[config.mk]
export PLATFORM = sky130hd
export DESIGN_NAME = lud_arbiter
export DESIGN_NICKNAME = d
export VERILOG_FILES = /design/src/rtl/lud_arbiter.sv
export SDC_FILE = /design/constraint.sdc
export NUM_CORES = 1
export LEC_CHECK = 0
export CAP_MARGIN = 20
export CORE_AREA = 2 2 167 169
export DETAILED_ROUTE_END_ITERATION = 6
export DIE_AREA = 0 0 169 171
export GPL_TIMING_DRIVEN = 0
export PLACE_DENSITY = 0.6
export SLEW_MARGIN = 20
export SYNTH_ARGS = -nofsm -noshare
export SYNTH_HDL_FRONTEND = slang
export SYNTH_SLANG_ARGS = --single-unit
[constraint.sdc]
create_clock -name clk -period 3.45 [get_ports clk]
set_input_delay 0.69 -clock clk [delete_from_list [all_inputs] [get_ports clk]]
set_output_delay 0.69 -clock clk [all_outputs]
set_load 0.02 [all_outputs]
[src/rtl/lud_arbiter.sv]
// lud_arbiter: round-robin share of one logical unit among four
// requesters, with a registered operand path and valid/ready response.
//
// Ports:
//   clk, rst_n          clock, async active-low reset
//   req_valid/req_ready per-requester request handshake (ready one-hot)
//   req_opt/req_a/req_b packed per-requester opcode and operands
//   lu_opt/lu_a/lu_b    registered operands to the logical unit
//   lu_ans              combinational result from the logical unit
//   rsp_valid/rsp_ready response handshake
//   rsp_data/rsp_id     result and index of the issuing requester
//   busy                high while an operation is in flight
//   op_count            completed responses, wrapping
module lud_arbiter #(
  parameter int N_REQ = 4,
  parameter int CNT_W = 16
) (
  input  logic               clk,
  input  logic               rst_n,
  input  logic [N_REQ-1:0]   req_valid,
  input  logic [3*N_REQ-1:0] req_opt,
  input  logic [32*N_REQ-1:0] req_a,
  input  logic [32*N_REQ-1:0] req_b,
  output logic [N_REQ-1:0]   req_ready,
  output logic [2:0]         lu_opt,
  output logic [31:0]        lu_a,
  output logic [31:0]        lu_b,
  input  logic [31:0]        lu_ans,
  output logic               rsp_valid,
  output logic [31:0]        rsp_data,
  output logic [1:0]         rsp_id,
  input  logic               rsp_ready,
  output logic               busy,
  output logic [CNT_W-1:0]   op_count
);

  typedef enum logic [1:0] {
    IDLE = 2'd0,
    EXEC = 2'd1,
    RESP = 2'd2
  } state_t;

  state_t state_q;
  state_t state_d;

  logic [1:0]       rr_ptr_q;
  logic [2:0]       opt_q;
  logic [31:0]      a_q;
  logic [31:0]      b_q;
  logic [31:0]      data_q;
  logic [1:0]       id_q;
  logic [CNT_W-1:0] cnt_q;

  logic       any_req;
  logic       grant;
  logic [1:0] win;
  logic [1:0] idx;
  logic       found;
  logic [3:0] win_oh;

  logic [2:0]  sel_opt;
  logic [31:0] sel_a;
  logic [31:0] sel_b;

  assign any_req = |req_valid;
  assign grant   = (state_q == IDLE) && any_req;

  // First valid requester at or above rr_ptr, wrapping at 4.
  always_comb begin
    win   = 2'd0;
    idx   = 2'd0;
    found = 1'b0;
    for (int k = 0; k < 4; k++) begin
      idx = rr_ptr_q + 2'(k);
      if (!found && req_valid[idx]) begin
        found = 1'b1;
        win   = idx;
      end
    end
  end

  assign win_oh = 4'b0001 << win;

  always_comb begin
    sel_opt = 3'd0;
    sel_a   = 32'd0;
    sel_b   = 32'd0;
    unique case (1'b1)
      win_oh[0]: begin
        sel_opt = req_opt[2:0];
        sel_a   = req_a[31:0];
        sel_b   = req_b[31:0];
      end
      win_oh[1]: begin
        sel_opt = req_opt[5:3];
        sel_a   = req_a[63:32];
        sel_b   = req_b[63:32];
      end
      win_oh[2]: begin
        sel_opt = req_opt[8:6];
        sel_a   = req_a[95:64];
        sel_b   = req_b[95:64];
      end
      win_oh[3]: begin
        sel_opt = req_opt[11:9];
        sel_a   = req_a[127:96];
        sel_b   = req_b[127:96];
      end
      default: ;
    endcase
  end

  // State register
  always_ff @(posedge clk or negedge rst_n) begin
    if (!rst_n) state_q <= IDLE;
    else        state_q <= state_d;
  end

  // Next state
  always_comb begin
    state_d = state_q;
    unique case (state_q)
      IDLE: if (any_req) state_d = EXEC;
      EXEC: state_d = RESP;
      RESP: if (rsp_ready) state_d = IDLE;
      default: state_d = IDLE;
    endcase
  end

  // Outputs
  always_comb begin
    req_ready = '0;
    if (grant) req_ready = win_oh[N_REQ-1:0];
    rsp_valid = (state_q == RESP);
    busy      = (state_q != IDLE);
  end

  // Datapath
  always_ff @(posedge clk or negedge rst_n) begin
    if (!rst_n) begin
      rr_ptr_q <= 2'd0;
      opt_q    <= 3'd0;
      a_q      <= 32'd0;
      b_q      <= 32'd0;
      data_q   <= 32'd0;
      id_q     <= 2'd0;
      cnt_q    <= '0;
    end else begin
      if (grant) begin
        opt_q    <= sel_opt;
        a_q      <= sel_a;
        b_q      <= sel_b;
        id_q     <= win;
        rr_ptr_q <= win + 2'd1;
      end
      if (state_q == EXEC) data_q <= lu_ans;
      if (state_q == RESP && rsp_ready)
        cnt_q <= cnt_q + 1'b1;
    end
  end

  assign lu_opt   = opt_q;
  assign lu_a     = a_q;
  assign lu_b     = b_q;
  assign rsp_data = data_q;
  assign rsp_id   = id_q;
  assign op_count = cnt_q;

endmodule

== Word level (Yosys, flattened, before mapping) ==
Index checks and enable logic that the tools add are counted.

* Flip-flop bits (word level): 121
* Output and inout port bits: 123
* Bits of input ports: 307
* Logic and storage cells: 56

* Mux-type cells: 22
* Add/subtract/negate cells: 5
* Order comparisons: 4
* Reduce and logical (&&, ||, !) cells: 12
* Equality and inequality tests: 4
* Shift-type cells: 1

{| class="wikitable"
|+ Operators by type and width
! operator !! number
|-
| $pmux 32 s4 || 2
|-
| $add 16x1->16 const B || 1
|-
| $lt 2x3->1 const B || 4
|-
| $mux 2 || 6
|-
| $pmux 3 s4 || 1
|-
| $bmux 1 s2 || 4
|-
| $mux 1 || 7
|-
| $pmux 2 s3 || 1
|-
| $logic_and 1x1->1 || 5
|-
| $add 2x1->2 const B || 2
|-
| $add 2x2->2 const B || 2
|-
| $mux 4 || 1
|-
| $reduce_or 4->1 || 1
|-
| $shl 1x2->4 const A || 1
|-
| $logic_not 1->1 || 3
|-
| $eq 2x1->1 const B || 1
|-
| $eq 2x2->1 const B || 1
|-
| $logic_not 2->1 || 1
|-
| $ne 2x1->1 const B || 1
|-
| $ne 2x2->1 const B || 1
|-
| $reduce_and 2->1 || 1
|-
| $reduce_bool 2->1 || 1
|}

== Logic depth before layout (Yosys ltp) ==
* Depth after elaboration: 14
* Gate-level depth with buffers: 10
* Mapped depth without buffers: 7

== Least setup slack after synthesis ==
No wires, ideal clock.

* Path kind: input -> output
* Start point: input req_valid[3]
* End point: output req_ready[2]
* Path slack: 0.421 ns
* Arrival time: 2.339 ns
* Stages: 8
* Required time: 2.760 ns
* Cells stage by stage: nand3b_1 > o21ai_0 > a221oi_1 > ha_1 > buf_2 > buf_2 > clkbuf_1 > and2_1

* Longest elaborated chain between the ends: 14
* Elaborated cells on any way between the ends: 25
* Those cells by class: 1 x shift; 16 x mux; 8 x reduce/logical

{| class="wikitable"
|+ RTL lines
! element !! RTL line !! text
|-
| start, declared || 20 || <nowiki>input logic [N_REQ-1:0] req_valid,</nowiki>
|-
| $bmux 1 s2 || 75 || <nowiki>if (!found && req_valid[idx]) begin</nowiki>
|-
| $mux 1 (implied by the code) || 75 ||
|-
| $mux 1 || 75 ||
|-
| $logic_not 1->1 || 75 ||
|-
| $logic_and 1x1->1 || 75 ||
|-
| $mux 1 || 75 ||
|-
| $logic_not 1->1 || 75 ||
|-
| $logic_and 1x1->1 || 75 ||
|-
| $mux 1 || 75 ||
|-
| $logic_not 1->1 || 75 ||
|-
| $logic_and 1x1->1 || 75 ||
|-
| $mux 2 (*) || 75 ||
|-
| named net win[1] || 56 || <nowiki>logic [1:0] win;</nowiki>
|-
| $shl 1x2->4 (*) || 82 || <nowiki>assign win_oh = 4'b0001 << win;</nowiki>
|-
| $mux 4 (*) || 133 || <nowiki>if (grant) req_ready = win_oh[N_REQ-1:0];</nowiki>
|-
| end, declared || 24 || <nowiki>output logic [N_REQ-1:0] req_ready,</nowiki>
|}

Mark *: on every way through the listed nets, which the timed path passes. The rest lies on a longest branch. The select of a mux whose other input is x is not followed.

== Final worst setup path ==
* Start point: input req_valid[2]
* End point: output req_ready[0]

Same word-level chain as after synthesis.

==> summary.md <==
| Metric | Value |
|---|---|
| Status | complete, no violations |
| Met2 usage | 31.2% |
| Dpl ws | -1.42 ns |
| Iter 0 DRT Violations | 389 |
| Syn_area_per_cell | 10.7 sq um |
| Vias/cell | 4.75 |
| Xor and xnor fraction of the mapped netlist area | 2.26% |
| Syn Std Cell Area | 5820 sq um |
| Die ar. | 28,900 sq um |
| Mux cell area share after synthesis | 7.14% |
| Synth area leader | dfrtp_1 |
| PortBufs | 429 |
| First-pass GRT wire length | 40,000 microns |
| Grt met1 use | 22.6% |
| Register area share after synthesis | 52.0% |
| HPWL Detailed | 21,200 microns |
| Layout Skew | 0.0140 ns |
| CP required | 2.76 ns |
| Leakage | 4.36 nW |
| Final period util | 94.8% |
| Crit end category | output port |
| Synth top cells by count | 134 x a22oi_1, 121 x dfrtp_1, 72 x nor2_1, 67 x a31oi_1, 33 x mux2_2 |
| Area taken by multi-input logic gates | 2560 sq um |
| Post-layout minimum cycle time | 3.27 ns |
| Final hold viol count | 0 |
| Number of I/O pins | 430 |
| Synth Register Bits | 121 |
| Largest fanout on the critical path | 23 |
| Clock Power Share | 18.6% |
| Initial core utilization | 21.3% |
| VDD IR-drop max | 329 uV |
| Gr usage total | 18.6% |
| Post-Synthesis Cells | 546 |
| P_int | 0.00566 W |
| GPL Wtd Cong | 0.817 |
| FF-to-FF setup slack | 0.63 ns |
| Fraction of layout cells with a size suffix above 1 | 9.95% |
| CP arrival | 2.58 ns |
| Startpoint types | input port |
| Warnings from Yosys | 0 |
| Initial antenna violation count | 3 |
| Core Rows | 61 |
| Top cell type's share of synthesized area | 52.0% |
| Synth area leaders | dfrtp_1 52%, a22oi_1 17%, a31oi_1 7.2%, mux2_2 6.4%, nor2_1 4.6% |
| # clock sinks | 121 |
| CTS Buffer Depth | 2 |
| Total wire length | 27,900 microns |
| First-pass detailed-route iteration total | 4 |
| Final ANT Viol Nets | 0 |
| Area Overhead vs Synth | 93.3% |
| Main combinational cell family by area after synthesis | compound AO/OA/AOI/OAI gates |
| Die Height | 171 microns |
| Core footprint | 27,300 sq um |
| Worst slew pin tran | 0.935 ns |
| DRC viols | 0 |
| Root buffer cell | clkbuf_16 |
| RSZ-0062 raised after global routing | no |
| FFs w/ async S/R, synth | 100% |
| Combinational power share | 55.6% |
| Sw Ratio | 41.7% |
| Post-synthesis compound-gate area fraction | 25.6% |
| Pwr/cell area | 863 nW/um^2 |
| Adder-cell area share of the yosys netlist | 1.07% |
| Synth cell types | 32 |
| Gr ovfl total | 0 |
| Most common cell in the netlist | a22oi_1 |
| Nets | 1,305 |
| Sequential Power Share | 25.8% |
| Met3 Usage GRT | 5.41% |
| Max stage delay on crit path | 0.50 ns |
| Worst path cell trace | clkdlybuf4s50_1 -> nand2b_1 -> a21o_1 -> o211a_1 -> inv_1 -> ha_1 -> buf_8 -> and2_1 -> clkdlybuf4s15_2 |
| Final Worst Setup Slack | 0.181 ns |
| P_sw | 0.00404 W |
| H-tree depth | 4 |
| Utilization after layout | 41.2% |
| Filler Cell Count | 2,717 |
| Num CTS Buffers | 17 |
| Number of global-route vias before repair | 6,625 |
| Synth Flop Type | dfrtp_1 |
| CP max-delay cell | clkdlybuf4s50_1 |
| MaxCap Viol Count | 0 |
| DIE WIDTH | 169 microns |
| EDFF count, synth | 0 |
| Vias | 6,420 |
| Combined flip-flop and latch cell area | 3030 sq um |
| CTS tree | yes |
| Fin. max-slew vios | 0 |
| Max Freq | 306 MHz |
| Worst rel slew slack | 37.7% |
| GR peak layer | met2 |
| Setup violators final | 0 |
| Clock latency on the worst-skew pair | 0.42 ns |
| Post-Synth Simple-Gate Area | 7.72% |
| CP Class | input port to output port |
| Largest net degree at the start of global routing | 66 |
| Worst-path clk slew | 0.06 ns |
| Routed len/inst | 20.7 microns |
| Syn nets | 858 |
| Hold Path Class | input port to async pin |
==> what timing repair did <==
| item | in CTS | in global routing |
|---|---|---|
| setup endpoints to repair | 5 | 0 |
| gates resized for setup | 32 | 0 |
| buffers inserted | 4 | 0 |
| hold buffers | 0 | 0 |
==> cell type report <==
cell class | count | share of cell area [%]
clock buffer | 18 | 3.82
clock inverter | 13 | 1.30
buffer | 45 | 2.38
tap | 346 | 3.85
antenna | 1 | 0.0222
timing repair buffer | 434 | 38.7
sequential | 121 | 26.9
inverter | 5 | 0.167
multi-input combinational | 369 | 22.8
==> final timing paths <==
check / start / to / cells past startpoint
max: req_valid[2] / req_ready[0] / 9
min: rst_n / op_count[10] / 1
max reg2reg: rr_ptr_q[1] / lu_a[17] / 11
min reg2reg: op_count[15] / op_count[15] / 1
max in group asynchronous: rst_n / lu_b[23] / 2
min in group clk: op_count[15] / op_count[15] / 1
==> logic make-up (layout without fill, tap and decap cells) <==
family | after synthesis | count (layout)
buffers and inverters | 56 | 515
xor gates and xnor gates | 15 | 15
other | 0 | 1
adders and majority gates | 5 | 5
AOI/OAI and AO/OA | 209 | 209
and+or+nand+nor | 103 | 103
muxes | 37 | 37
DFF | 121 | 121
==> power by group through the flow <==
stage / logic (W) / clock network, W / registers, W
after floorplan: 0.00196 / 0 / 0.00325
after global placement: 0.00534 / 0 / 0.00250
after detailed placement: 0.00536 / 0 / 0.00253
after CTS: 0.00546 / 0.00185 / 0.00251
after global routing: 0.00580 / 0.00190 / 0.00259
final: 0.00540 / 0.00180 / 0.00251
==> cells in the final DEF, fill, tap and decap left out, types with 4 or more instances in the layout <==
| cell type | instances |
|---|---|
| clkdlybuf4s50_1 | 423 |
| a22oi_1 | 134 |
| dfrtp_1 | 121 |
| nor2_1 | 72 |
| a31oi_1 | 67 |
| mux2_2 | 33 |
| clkbuf_1 | 21 |
| clkbuf_16 | 17 |
| buf_2 | 16 |
| xnor2_1 | 11 |
| buf_4 | 7 |
| nand2_1 | 6 |
| nand3_1 | 6 |
| inv_1 | 5 |
| clkinv_4 | 5 |
| and2_1 | 4 |
| and3_1 | 4 |
| xor2_1 | 4 |
| ha_1 | 4 |
==> metrics by stage <==
stage | TNS, ns | instance area [sq um] | hold slack (ns) | std cells | power [W]
final | 0 | 11200 | 0.199 | 1352 | 0.00970
after floorplan | 0 | 5820 | 0.394 | 546 | 0.00521
after global routing | 0 | 11200 | 0.220 | 1352 | 0.0103
after global placement | -441.43 | 10500 | 0.469 | 1321 | 0.00784
after CTS | 0 | 11200 | 0.201 | 1351 | 0.00983
after detailed placement | -19.18 | 10600 | 0.471 | 1322 | 0.00788
==> registers in the layout, indices dropped and copies added (netlist names) <==
signal,count
lu_a,32
lu_b,32
lu_opt,3
op_count,16
rr_ptr_q,2
rsp_data,32
rsp_id,2
state_q,2
==> critical path: cells and delay by family <==
kind                       cells  cell delay [ns]
buffers and inverters          4             1.10
and+or+nand+nor                2             0.22
adders and majority gates      1             0.19
AOI/OAI and AO/OA              2             0.36
==> layer usage <==
layer  share of wire, %  up-vias
met5              0.047        -
met4                2.9        2
met3                8.0       40
met2                 48      309
met1                 41     3091
li1                   -     2978
(Power assumes the default switching activity.)
